--- config.mk ---
export PLATFORM = sky130hd
export DESIGN_NAME = fifo_rd_packer
export DESIGN_NICKNAME = d
export VERILOG_FILES = /design/src/rtl/fifo_pkg.sv /design/src/rtl/fifo_rd_packer.sv
export SDC_FILE = /design/constraint.sdc
export NUM_CORES = 1
export LEC_CHECK = 0
export CAP_MARGIN = 15
export CORE_UTILIZATION = 40
export DETAILED_ROUTE_END_ITERATION = 10
export PLACE_DENSITY = 0.63
export SLEW_MARGIN = 20
export SYNTH_ARGS = -nofsm -noshare
export SYNTH_HDL_FRONTEND = slang
export SYNTH_SLANG_ARGS = --single-unit
--- constraint.sdc ---
create_clock -name clk -period 2.4 [get_ports clk]
set_input_delay 0.48 -clock clk [delete_from_list [all_inputs] [get_ports clk]]
set_output_delay 0.48 -clock clk [all_outputs]
set_load 0.05 [all_outputs]
--- src/rtl/fifo_pkg.sv ---
// rtl/fifo_pkg.sv - shared constants, FSM encoding and width helper for the FIFO read packer
package fifo_pkg;

  localparam int DATAWIDTH_DEF = 8;

  typedef enum logic [1:0] {
    ST_RUN   = 2'd0,
    ST_FWAIT = 2'd1,
    ST_FEMIT = 2'd2
  } state_t;

  // Width of a fill counter that must hold every value 0..pack inclusive
  function automatic int fill_cnt_w(input int pack);
    return $clog2(pack + 1);
  endfunction

endpackage

--- src/rtl/fifo_rd_packer.sv ---
// rtl/fifo_rd_packer.sv - drains a FIFO read port and packs PACK entries per wide output word
module fifo_rd_packer
  import fifo_pkg::*;
#(
  parameter int DATAWIDTH = DATAWIDTH_DEF,
  parameter int PACK      = 4
) (
  input  logic                      clk,
  input  logic                      rst,
  input  logic                      f_empty,
  output logic                      rd_en,
  input  logic [DATAWIDTH-1:0]      fifo_data,
  input  logic                      flush,
  output logic                      o_valid,
  input  logic                      o_ready,
  output logic [PACK*DATAWIDTH-1:0] o_data,
  output logic [PACK-1:0]           o_keep,
  output logic                      flush_done
);

  localparam int             CW   = fill_cnt_w(PACK);
  localparam logic [CW-1:0]  FULL = CW'(PACK);

  state_t                    state;
  state_t                    state_nxt;
  logic [PACK*DATAWIDTH-1:0] acc;
  logic [PACK*DATAWIDTH-1:0] part_data;
  logic [PACK-1:0]           part_keep;
  logic [CW-1:0]             cnt;
  logic [CW-1:0]             eff;
  logic [CW:0]               occ;
  logic                      inflight;
  logic                      out_free;
  logic                      move;
  logic                      femit_load;

  // Slot bookkeeping and pop decision: a pop is only issued if its beat is guaranteed a slot
  always_comb begin
    out_free   = !o_valid || o_ready;
    move       = (cnt == FULL) && out_free;
    eff        = move ? '0 : cnt;
    occ        = {1'b0, eff} + {{CW{1'b0}}, inflight};
    rd_en      = !rst && (state == ST_RUN) && !f_empty && (occ < (CW+1)'(PACK));
    femit_load = (state == ST_FEMIT) && (cnt != '0) && out_free;
    flush_done = (state == ST_FEMIT) && ((cnt == '0) || out_free);
  end

  // Partial word for flush: low cnt entries kept, the rest forced to zero
  always_comb begin
    part_keep = ~({PACK{1'b1}} << cnt);
    part_data = '0;
    for (int k = 0; k < PACK; k++) begin
      if (part_keep[k]) begin
        part_data[k*DATAWIDTH +: DATAWIDTH] = acc[k*DATAWIDTH +: DATAWIDTH];
      end
    end
  end

  // Flush FSM next state: stop popping, let the in-flight beat and any full word drain, then emit
  always_comb begin
    state_nxt = state;
    case (state)
      ST_RUN:   if (flush) state_nxt = ST_FWAIT;
      ST_FWAIT: if (!inflight && (cnt != FULL)) state_nxt = ST_FEMIT;
      ST_FEMIT: if (flush_done) state_nxt = ST_RUN;
      default:  state_nxt = ST_RUN;
    endcase
  end

  // Flush FSM state register
  always_ff @(posedge clk) begin
    if (rst) begin
      state <= ST_RUN;
    end else begin
      state <= state_nxt;
    end
  end

  // Fill count, in-flight tracking and output register
  always_ff @(posedge clk) begin
    if (rst) begin
      cnt      <= '0;
      inflight <= 1'b0;
      o_valid  <= 1'b0;
      o_data   <= '0;
      o_keep   <= '0;
    end else begin
      inflight <= rd_en;
      if (inflight) begin
        cnt <= eff + CW'(1);
      end else if (move || femit_load) begin
        cnt <= '0;
      end
      if (move) begin
        o_data  <= acc;
        o_keep  <= '1;
        o_valid <= 1'b1;
      end else if (femit_load) begin
        o_data  <= part_data;
        o_keep  <= part_keep;
        o_valid <= 1'b1;
      end else if (o_ready) begin
        o_valid <= 1'b0;
      end
    end
  end

  // Capture the arriving FIFO beat into the slot chosen by eff
  always_ff @(posedge clk) begin
    if (!rst && inflight) begin
      for (int k = 0; k < PACK; k++) begin
        if (eff == CW'(k)) begin
          acc[k*DATAWIDTH +: DATAWIDTH] <= fifo_data;
        end
      end
    end
  end

endmodule

---- After elaboration in Yosys (flattened, before gate mapping) ----
Index checks and enable logic that the tools add are counted.
storage, ports and cells
  flip-flop bits (word level) ............. 75
  latch bits .............................. 0
  RAM bits ................................ 0
  ROM bits ................................ 0
  input bits .............................. 13
  output and inout bits ................... 39
  logic and storage cells ................. 71
  memories kept ........................... 0
operators by class
  add/sub/neg operators ................... 2
  $mul .................................... 0
  div/mod/pow operators ................... 0
  order comparisons ....................... 1
  eq/ne operators ......................... 10
  shift-type cells ........................ 1
  multiplexer cells ....................... 18
  bitwise operators ....................... 1
  reduce and logical (&&, ||, !) cells .... 28
operator list
  operator                                                                number
  32-bit 2-to-1 mux                                                       2
  8-bit 2-to-1 mux                                                        4
  1-bit logical AND                                                       9
  3-bit 2-to-1 mux                                                        3
  4-bit 2-to-1 mux                                                        2
  2-bit AND reduction                                                     4
  3-bit by 2-bit equality test with 1-bit output (second input constant)  2
  3-bit zero test                                                         2
  2-bit 2-to-1 mux                                                        3
  2-bit != test (second input constant)                                   3
  2-bit case mux with 3 select lines                                      1
  3-bit nonzero test                                                      2
  3-bit by 1-bit adder with 4-bit output                                  1
  1-bit zero test                                                         4
  4-bit by 3-bit < comparator with 1-bit output (second input constant)   1
  4-bit inverter                                                          1
  2-bit nonzero test                                                      2
  4-bit by 3-bit << shifter with 4-bit output (first input constant)      1
  3-bit by 1-bit adder with 3-bit output (second input constant)          1
  3-bit by 1-bit equality test with 1-bit output (second input constant)  1
  3-bit equality test (second input constant)                             1
  1-bit logical OR                                                        3
  1-bit 2-to-1 mux                                                        3
  3-bit != test (second input constant)                                   1
  4 further kinds                                                         4

---- Longest topological paths before layout ----
Gate-level depths: netlist (run 1).
  depth after elaboration ................. 7
  mapped depth ............................ 7
  depth with buffers taken out ............ 5

---- Least setup slack after synthesis (run 1) ----
No wires, ideal clock.
  path type ............................... input-to-output
  from .................................... input rst
  to ...................................... output rd_en
  data arrival time ....................... 2.197 ns
  required time ........................... 1.920 ns
  slack ................................... -0.277 ns
  cell stages on the path ................. 2
  path buffers ............................ 0
  cell sequence ........................... or4_1 a311oi_1
on the way
  word-level cells in the longest chain between the ends .. 4
ends and longest elaborated chain
  element                         line                  source
  start, declared                 fifo_rd_packer.sv:9   input logic rst,
  1-bit zero test                 fifo_rd_packer.sv:43  rd_en = !rst && (state == ST_RUN) && !f_empty && (occ < (CW+1)'(PACK));
  1-bit logical AND (3 in a row)  fifo_rd_packer.sv:43
  end, declared                   fifo_rd_packer.sv:11  output logic rd_en,
Every way passes these cells.

---- Worst setup path in the final report (run 1) ----
Same ends and word-level chain as after synthesis.

==> results of run 1 <==
## cells in the mapped netlist, types with 3 or more instances
master	number	area, µm²
a21oi_1	31	155
and2_1	3	18.8
clkbuf_1	19	71.3
dfxtp_1	43	861
edfxtp_1	32	961
ha_1	5	62.6
inv_1	3	11.3
nand2b_1	11	68.8
nand3_1	10	50.1
nand4_1	16	100
nor2_1	8	30.0
nor3_1	3	15.0
o21ai_0	31	155
o21ai_1	3	15.0
or4b_1	8	80.1
## path summary, 6_finish.rpt
check	depth (start not counted)	to	slack, ps
worst max-delay path	4	rd_en	30
worst min-delay path	3	inflight$_SDFF_PP0_	460
worst max register to register	5	cnt[2]$_SDFFE_PP0P_	370
worst min register to register	2	o_keep[0]$_SDFFE_PP0P_	470
## worst register-to-register path, stage by stage (launching register included)
cell and delay (ps):
dfxtp_1 430, nor2_4 220, mux2i_2 580, buf_4 290, nor3_1 60, a2111oi_1 350
## cell families after synthesis
| kind of cell | after synthesis | synth area share, % |
|---|---|---|
| mux | 2 | 0.875 |
| buf+inv | 27 | 4.11 |
| simple gates | 70 | 15.4 |
| compound gates | 73 | 13.7 |
| flops | 75 | 63.7 |
| fa+ha+maj | 5 | 2.19 |
## final cells by class
type,instances,area share (%)
inverters,3,0.307
multi-input cells,150,25.7
clock buffers,12,3.68
repair buffers,59,16.8
flip-flops and latches,75,49.7
clock inverters,4,0.512
well taps,96,3.27
## power by group
part / switching, mW / total (mW) / internal, mW / leakage, nW
combinational: 0.182 / 0.286 / 0.104 / 0.469
clock: 0.426 / 0.794 / 0.368 / 0.0816
sequential: 0.0273 / 1.39 / 1.36 / 0.637
total: 0.635 / 2.47 / 1.83 / 1.19
## stage by stage
stage	power, mW	instances	TNS, ps	setup WS [ps]
after floorplan	1.59	252	0	189
after global placement	1.69	383	0	47.6
after detailed placement	1.70	383	0	17.7
after CTS	2.49	399	0	7.07
after global routing	2.57	399	-13.7	-13.7
final	2.47	399	0	30.8
## registers in the layout, summed over array words and instances (netlist names)
name,flops
acc,32
cnt,3
inflight,1
o_data,32
o_keep,4
o_valid,1
state,2
## cell usage in the layout, fill, tap and decap left out, drive strengths merged
| master | Yosys | routed |
|---|---|---|
| a2111oi | 2 | 2 |
| a211oi | 1 | 1 |
| a21boi | 1 | 1 |
| a21oi | 31 | 31 |
| a311oi | 2 | 2 |
| and2 | 3 | 3 |
| and3b | 1 | 1 |
| buf | 5 | 9 |
| clkbuf | 19 | 13 |
| clkdlybuf4s50 | 0 | 48 |
| clkinv | 0 | 4 |
| dfxtp | 43 | 43 |
| dlymetal6s2s | 0 | 1 |
| edfxtp | 32 | 32 |
| ha | 5 | 5 |
| inv | 3 | 3 |
| mux2 | 1 | 1 |
| mux2i | 1 | 1 |
| nand2 | 2 | 2 |
| nand2b | 11 | 11 |
| nand3 | 10 | 10 |
| nand3b | 1 | 1 |
| nand4 | 16 | 16 |
| nor2 | 9 | 9 |
| nor2b | 2 | 2 |
| nor3 | 3 | 3 |
| nor3b | 1 | 1 |
| o21ai | 34 | 34 |
| o22ai | 1 | 1 |
| o41ai | 1 | 1 |
| or3 | 1 | 1 |
| or3b | 1 | 1 |
| or4 | 1 | 1 |
| or4b | 8 | 8 |
## what timing repair did
item                                    in CTS  in global routing
endpoints found under the setup margin       0                  2
hold endpoints to repair                     0                  0
gates resized for setup                      0                  6
## metal layers
metal  vias up  part of all wire [%]  track usage (%)
met5         -                     0                0
met1       973                    47             23.7
met4         0                   1.1             5.00
met2        54                    47             28.8
li1       1021                     -                -
met3         8                   5.5             5.52
==> flow_metrics.tcl, run 1 <==
set metrics [dict create \
    path_max_fanout 2 \
    crit_buf_inv 2 \
    yosysWarnings 0 \
    power_density_nw_per_um2 672 \
    fmax_mhz 422 \
    fin_crit_ps 2370 \
    areaGrowthSynthToFinish_pct 28.3 \
    port-buffer-count 51 \
    grt_pass1_wl_um 10100 \
    gp_congestion 0.779 \
    htreeDepth 3 \
    dr.pass1.iters 4 \
    finClkSkew_ps 8.77 \
    wirelength_um 6080 \
    finalHoldViolations 0 \
    maxCapViolations 0 \
    numClockSinks 75 \
    maxSlewViolCount 0 \
    grt_pass1_vias 1972 \
    dieArea_um2 7490 \
    clk-insertion-delay-late_ps 340 \
    cts_setup_buffers 0 \
    ctsHoldBuffers 0 \
    final_nets 316 \
    hp-class "input port to flip-flop" \
    critPathTopFamily "buffers and inverters" \
    final_layout_size_suffix_gt1_share_pct 9.57 \
    remaining_drc_errors 0 \
    status "finished clean" \
    syn-num-nets 270 \
    synthArstFlopShare_pct 0 \
    synth_cells 252 \
    synth_area_per_cell_um2 11.3 \
    grt_max_degree 48 \
    floorplan.die.width_um 86.5 \
    numCtsBuffers 9 \
    fin_area_um2 3670 \
    antenna_cells 0 \
    detailed_place_hpwl_um 3910 \
    start_util_pct 41.8 \
    ys_seq_elements 75 \
    post_drt_wl_per_cell_um 15.2 \
    clkTransAtPathRegs_ps 70 \
    seqCellArea_um2 1820 \
    cp_cell_sequence "clkdlybuf4s50_1 > or4_4 > a311oi_4 > clkbuf_16" \
    total_leakage_power_nw 1.19 \
    final_core_util_pct 53.7 \
    grt_overflow 0 \
    synth.distinct_cells 36 \
    rows 30 \
    synth_area_um2 2860 \
    antenna_found_initial 0 \
    start_kind "input port" \
    critical_path_arrival_ps 1890 \
    yosys_most_used_dff "dfxtp_1" \
    peakVddDrop_mv 0.413 \
    die_y_um 86.5 \
    clock_path_buffers 2 \
    vias_per_cell 5.15 \
    regToRegStartpoint "cnt[0]$_SDFFE_PP0P_" \
    crit_path_end_kind "primary output" \
    setup_violations 0 \
    slowest_delay_ps 440 \
    io_pins 52 \
    synth_edf_count 32 \
    holdWs_ps 457 \
    cts-root-buf "clkbuf_8" \
    cp.required_ps 1920 \
    core_um2 6830 \
    grt_use_total_pct 18.0 \
    drtIter0Drc 150 \
    fill_cells 624 \
    tightest_slew_ps 608 \
    finalCritPeriodShare_pct 98.7 \
    slew-limit-headroom_pct 58.6 \
    vias 2056 \
    cts_tree "built" \
    multi_input_area_um2 943 \
    crit_start "rst" \
    yosysSeqAreaShare_pct 63.7 \
    postPlaceCellArea_um2 3480 \
    postRouteAntennaNets 0 \
    path_class "input port to primary output" \
    worstHoldStart "f_empty" \
    critPathSlowestCell "or4_4" \
]
Power figures use the tool's default switching activity.
==> run 2: changes to the inputs <==
Settings changed: GPL_TIMING_DRIVEN set to 1.
==> results of run 2 <==
The final DEF is identical to that of run 1; final timing and power are the same.
==> run 3: changes to the inputs <==
Settings changed: ABC_AREA set to 1, PLACE_DENSITY 0.63 to 0.62.
==> run 3 against run 2 <==
Synthesized cell count up 23%. Cell area is 3.4% higher. Clock skew fell by 2.0 ps. Area after synthesis grew 2.5%. Via count rose by 5.7%. Cell count up 17%. Flip-flop and latch count stayed put. Die area up 2.4%. Global-route usage about the same. Hold slack better by 16 ps. Fmax up 7.5%. Critical path type unchanged. Critical endpoint unchanged. Highest routed layer unchanged.
==> flow_metrics.tcl, run 3 <==
set metrics [dict create \
    met1_usage_pct 23.3 \
    vias 2173 \
    rsz0062_at_grt "false" \
    floorplan.die.width_um 87.6 \
    start_util_pct 42.2 \
    cp_num_cells 5 \
    dieArea_um2 7670 \
    regToRegStartpoint "cnt[1]$_SDFFE_PP0P_" \
    rows 30 \
    dr.pass1.iters 4 \
    numCtsBuffers 9 \
    setup_violations 0 \
    antenna_found_initial 0 \
    min_to "o_keep[0]$_SDFFE_PP0P_" \
    finalHoldViolations 0 \
    remaining_drc_errors 0 \
    worstHoldStart "o_keep[0]$_SDFFE_PP0P_" \
    slowest_delay_ps 470 \
    yosysWarnings 0 \
    synth_cells 309 \
    start_kind "input port" \
    numClockSinks 75 \
    postRouteAntennaNets 0 \
    ys_top_cells_by_count "58 x nand2_1, 43 x dfxtp_1, 39 x a21oi_1, 39 x inv_1, 37 x nand3_1" \
    status "finished clean" \
    cts-root-buf "clkbuf_8" \
    final_layout_size_suffix_gt1_share_pct 9.43 \
    reg_top3 "acc x32, o_data x32, o_keep x4" \
    synthArstFlopShare_pct 0 \
    post_drt_wl_per_cell_um 13.1 \
    gr-usage-met3_pct 5.18 \
    antenna_cells 0 \
    areaGrowthSynthToFinish_pct 29.5 \
    path_max_fanout 4 \
    port-buffer-count 51 \
    clk-insertion-delay-late_ps 350 \
    cts_resized 0 \
    ctsHoldBuffers 0 \
    clkTransAtPathRegs_ps 70 \
    yosysSeqAreaShare_pct 62.2 \
    grt_pass1_wl_um 10200 \
    worst_r2r_endpoint "acc[27]$_DFFE_PP_" \
    yosys_most_used_dff "dfxtp_1" \
    critPathTopFamily "buffers and inverters" \
    htreeDepth 3 \
    cts_tree "built" \
    grt_overflow 0 \
    holdWs_ps 474 \
    final_common_cell "nand2_1" \
    synth_area_per_cell_um2 9.48 \
    layout_common_cells "58 x nand2_1, 49 x clkdlybuf4s50_1, 43 x dfxtp_1, 39 x inv_1, 39 x a21oi_1" \
    grt_busiest_layer "met2" \
    critPathSlowestCell "clkdlybuf4s50_1" \
    regToRegSetupSlack_ps 590 \
    grt_use_total_pct 18.0 \
    cp.required_ps 1920 \
    drtIter0Drc 108 \
    core_um2 6940 \
    syn-num-nets 327 \
    synth_area_um2 2930 \
    finalCritPeriodShare_pct 91.8 \
    peakVddDrop_mv 0.364 \
    finClkSkew_ps 6.76 \
    synthTopCellsByArea "edfxtp_1 33%, dfxtp_1 29%, nand2_1 7.4%" \
    tightest_slew_ps 636 \
    yosysMostFrequentCell "nand2_1" \
    hp-class "flip-flop to flip-flop" \
    setup_tns_ps 0 \
    gp_congestion 0.764 \
    rr_worst_depth 5 \
    ys_seq_elements 75 \
    use_met2_pct 28.6 \
    synth_area_leader_cell "edfxtp_1" \
    die_y_um 87.6 \
    grt_max_degree 38 \
    maxSlewViolCount 0 \
    slew-limit-headroom_pct 57.4 \
    detailed_place_hpwl_um 4210 \
    synth.distinct_cells 24 \
    clock_path_buffers 2 \
    io_pins 52 \
    power_density_nw_per_um2 665 \
    crit_buf_inv 3 \
    total_leakage_power_nw 1.47 \
    synth_edf_count 32 \
    path_class "input port to primary output" \
    fmax_mhz 454 \
    cts_setup_buffers 0 \
    grt_pass1_vias 2114 \
    holdPathStages 2 \
    fin_crit_ps 2200 \
    critical_path_arrival_ps 1720 \
    final_nets 384 \
    wirelength_um 6120 \
    cp_cell_sequence "clkdlybuf4s50_1 > inv_1 > nand2_1 > nor4_2 > buf_12" \
    synth_top_area_share_pct 32.8 \
    crit_path_end_kind "primary output" \
    maxCapViolations 0 \
    vias_per_cell 4.65 \
]
[run 3: cell count changes after synthesis, sizes merged, moves of 5 or more]
cell / change
a21oi: +8
buf: +5
clkbuf: -13
inv: +36
nand2: +58
nand2b: -11
nand3: +29
nand4: -16
nor2: +18
o21ai: -29
or4b: -8
[run 3: logic make-up (layout without fill, tap and decap cells)]
| group | count (synthesis) | count (layout) | synth area share (%) |
|---|---|---|---|
| AOI/OAI and AO/OA | 45 | 45 | 7.77 |
| buffers and inverters | 55 | 117 | 8.16 |
| and+or+nand+nor | 129 | 129 | 19.7 |
| adders and majority gates | 5 | 5 | 2.14 |
| DFF | 75 | 75 | 62.2 |
[run 3: per-layer routing]
metal	vias up	wire [µm]
met1	1004	3030
met3	7	243
met5	-	0
met4	0	93
met2	48	2750
li1	1114	-
[run 3: cell type report]
cell class | count | area (µm²)
well taps | 96 | 120
multi-input cells | 179 | 875
flip-flops and latches | 75 | 1820
clock buffers | 10 | 128
inverters | 39 | 146
repair buffers | 62 | 613
clock inverters | 6 | 90.1
fillers | 688 | 3150
[run 3: worst max path at each step]
| stage | start | to | slack (ps) |
|---|---|---|---|
| 6_report | rst | rd_en | 200 |
| 5_1_grt | rst | rd_en | 110 |
| 4_1_cts | rst | rd_en | 180 |
| 3_5_place_dp | o_ready | acc[4]$_DFFE_PP_ | 190 |
| 3_3_place_gp | o_ready | acc[3]$_DFFE_PP_ | 170 |
| 2_1_floorplan | o_valid$_SDFFE_PP0P_ | rd_en | 170 |
[run 3: worst register-to-register path, cell delays in order, from the launching register on]
cell and delay [ps]:
dfxtp_1 520, nor2_2 100, a21oi_1 350, inv_1 80
ha_1 200, and3_1 280
[run 3: power breakdown]
part / internal (mW) / switching (mW) / total, mW
combinational: 0.0452 / 0.0717 / 0.117
sequential: 1.34 / 0.00822 / 1.35
clock: 0.587 / 0.472 / 1.06
total: 1.97 / 0.552 / 2.52
[run 3: through the flow]
step | utilization [%] | setup slack (ps) | cell area, µm² | instances | total power [mW]
2_1_floorplan | - | 172 | 2940 | 309 | 1.44
6_report | 54.6 | 197 | 3790 | 467 | 2.52
5_1_grt | 54.6 | 111 | 3790 | 467 | 2.60
3_3_place_gp | 51.5 | 175 | 3580 | 451 | 1.49
4_1_cts | 54.6 | 175 | 3790 | 467 | 2.55
3_5_place_dp | 51.5 | 189 | 3580 | 451 | 1.50
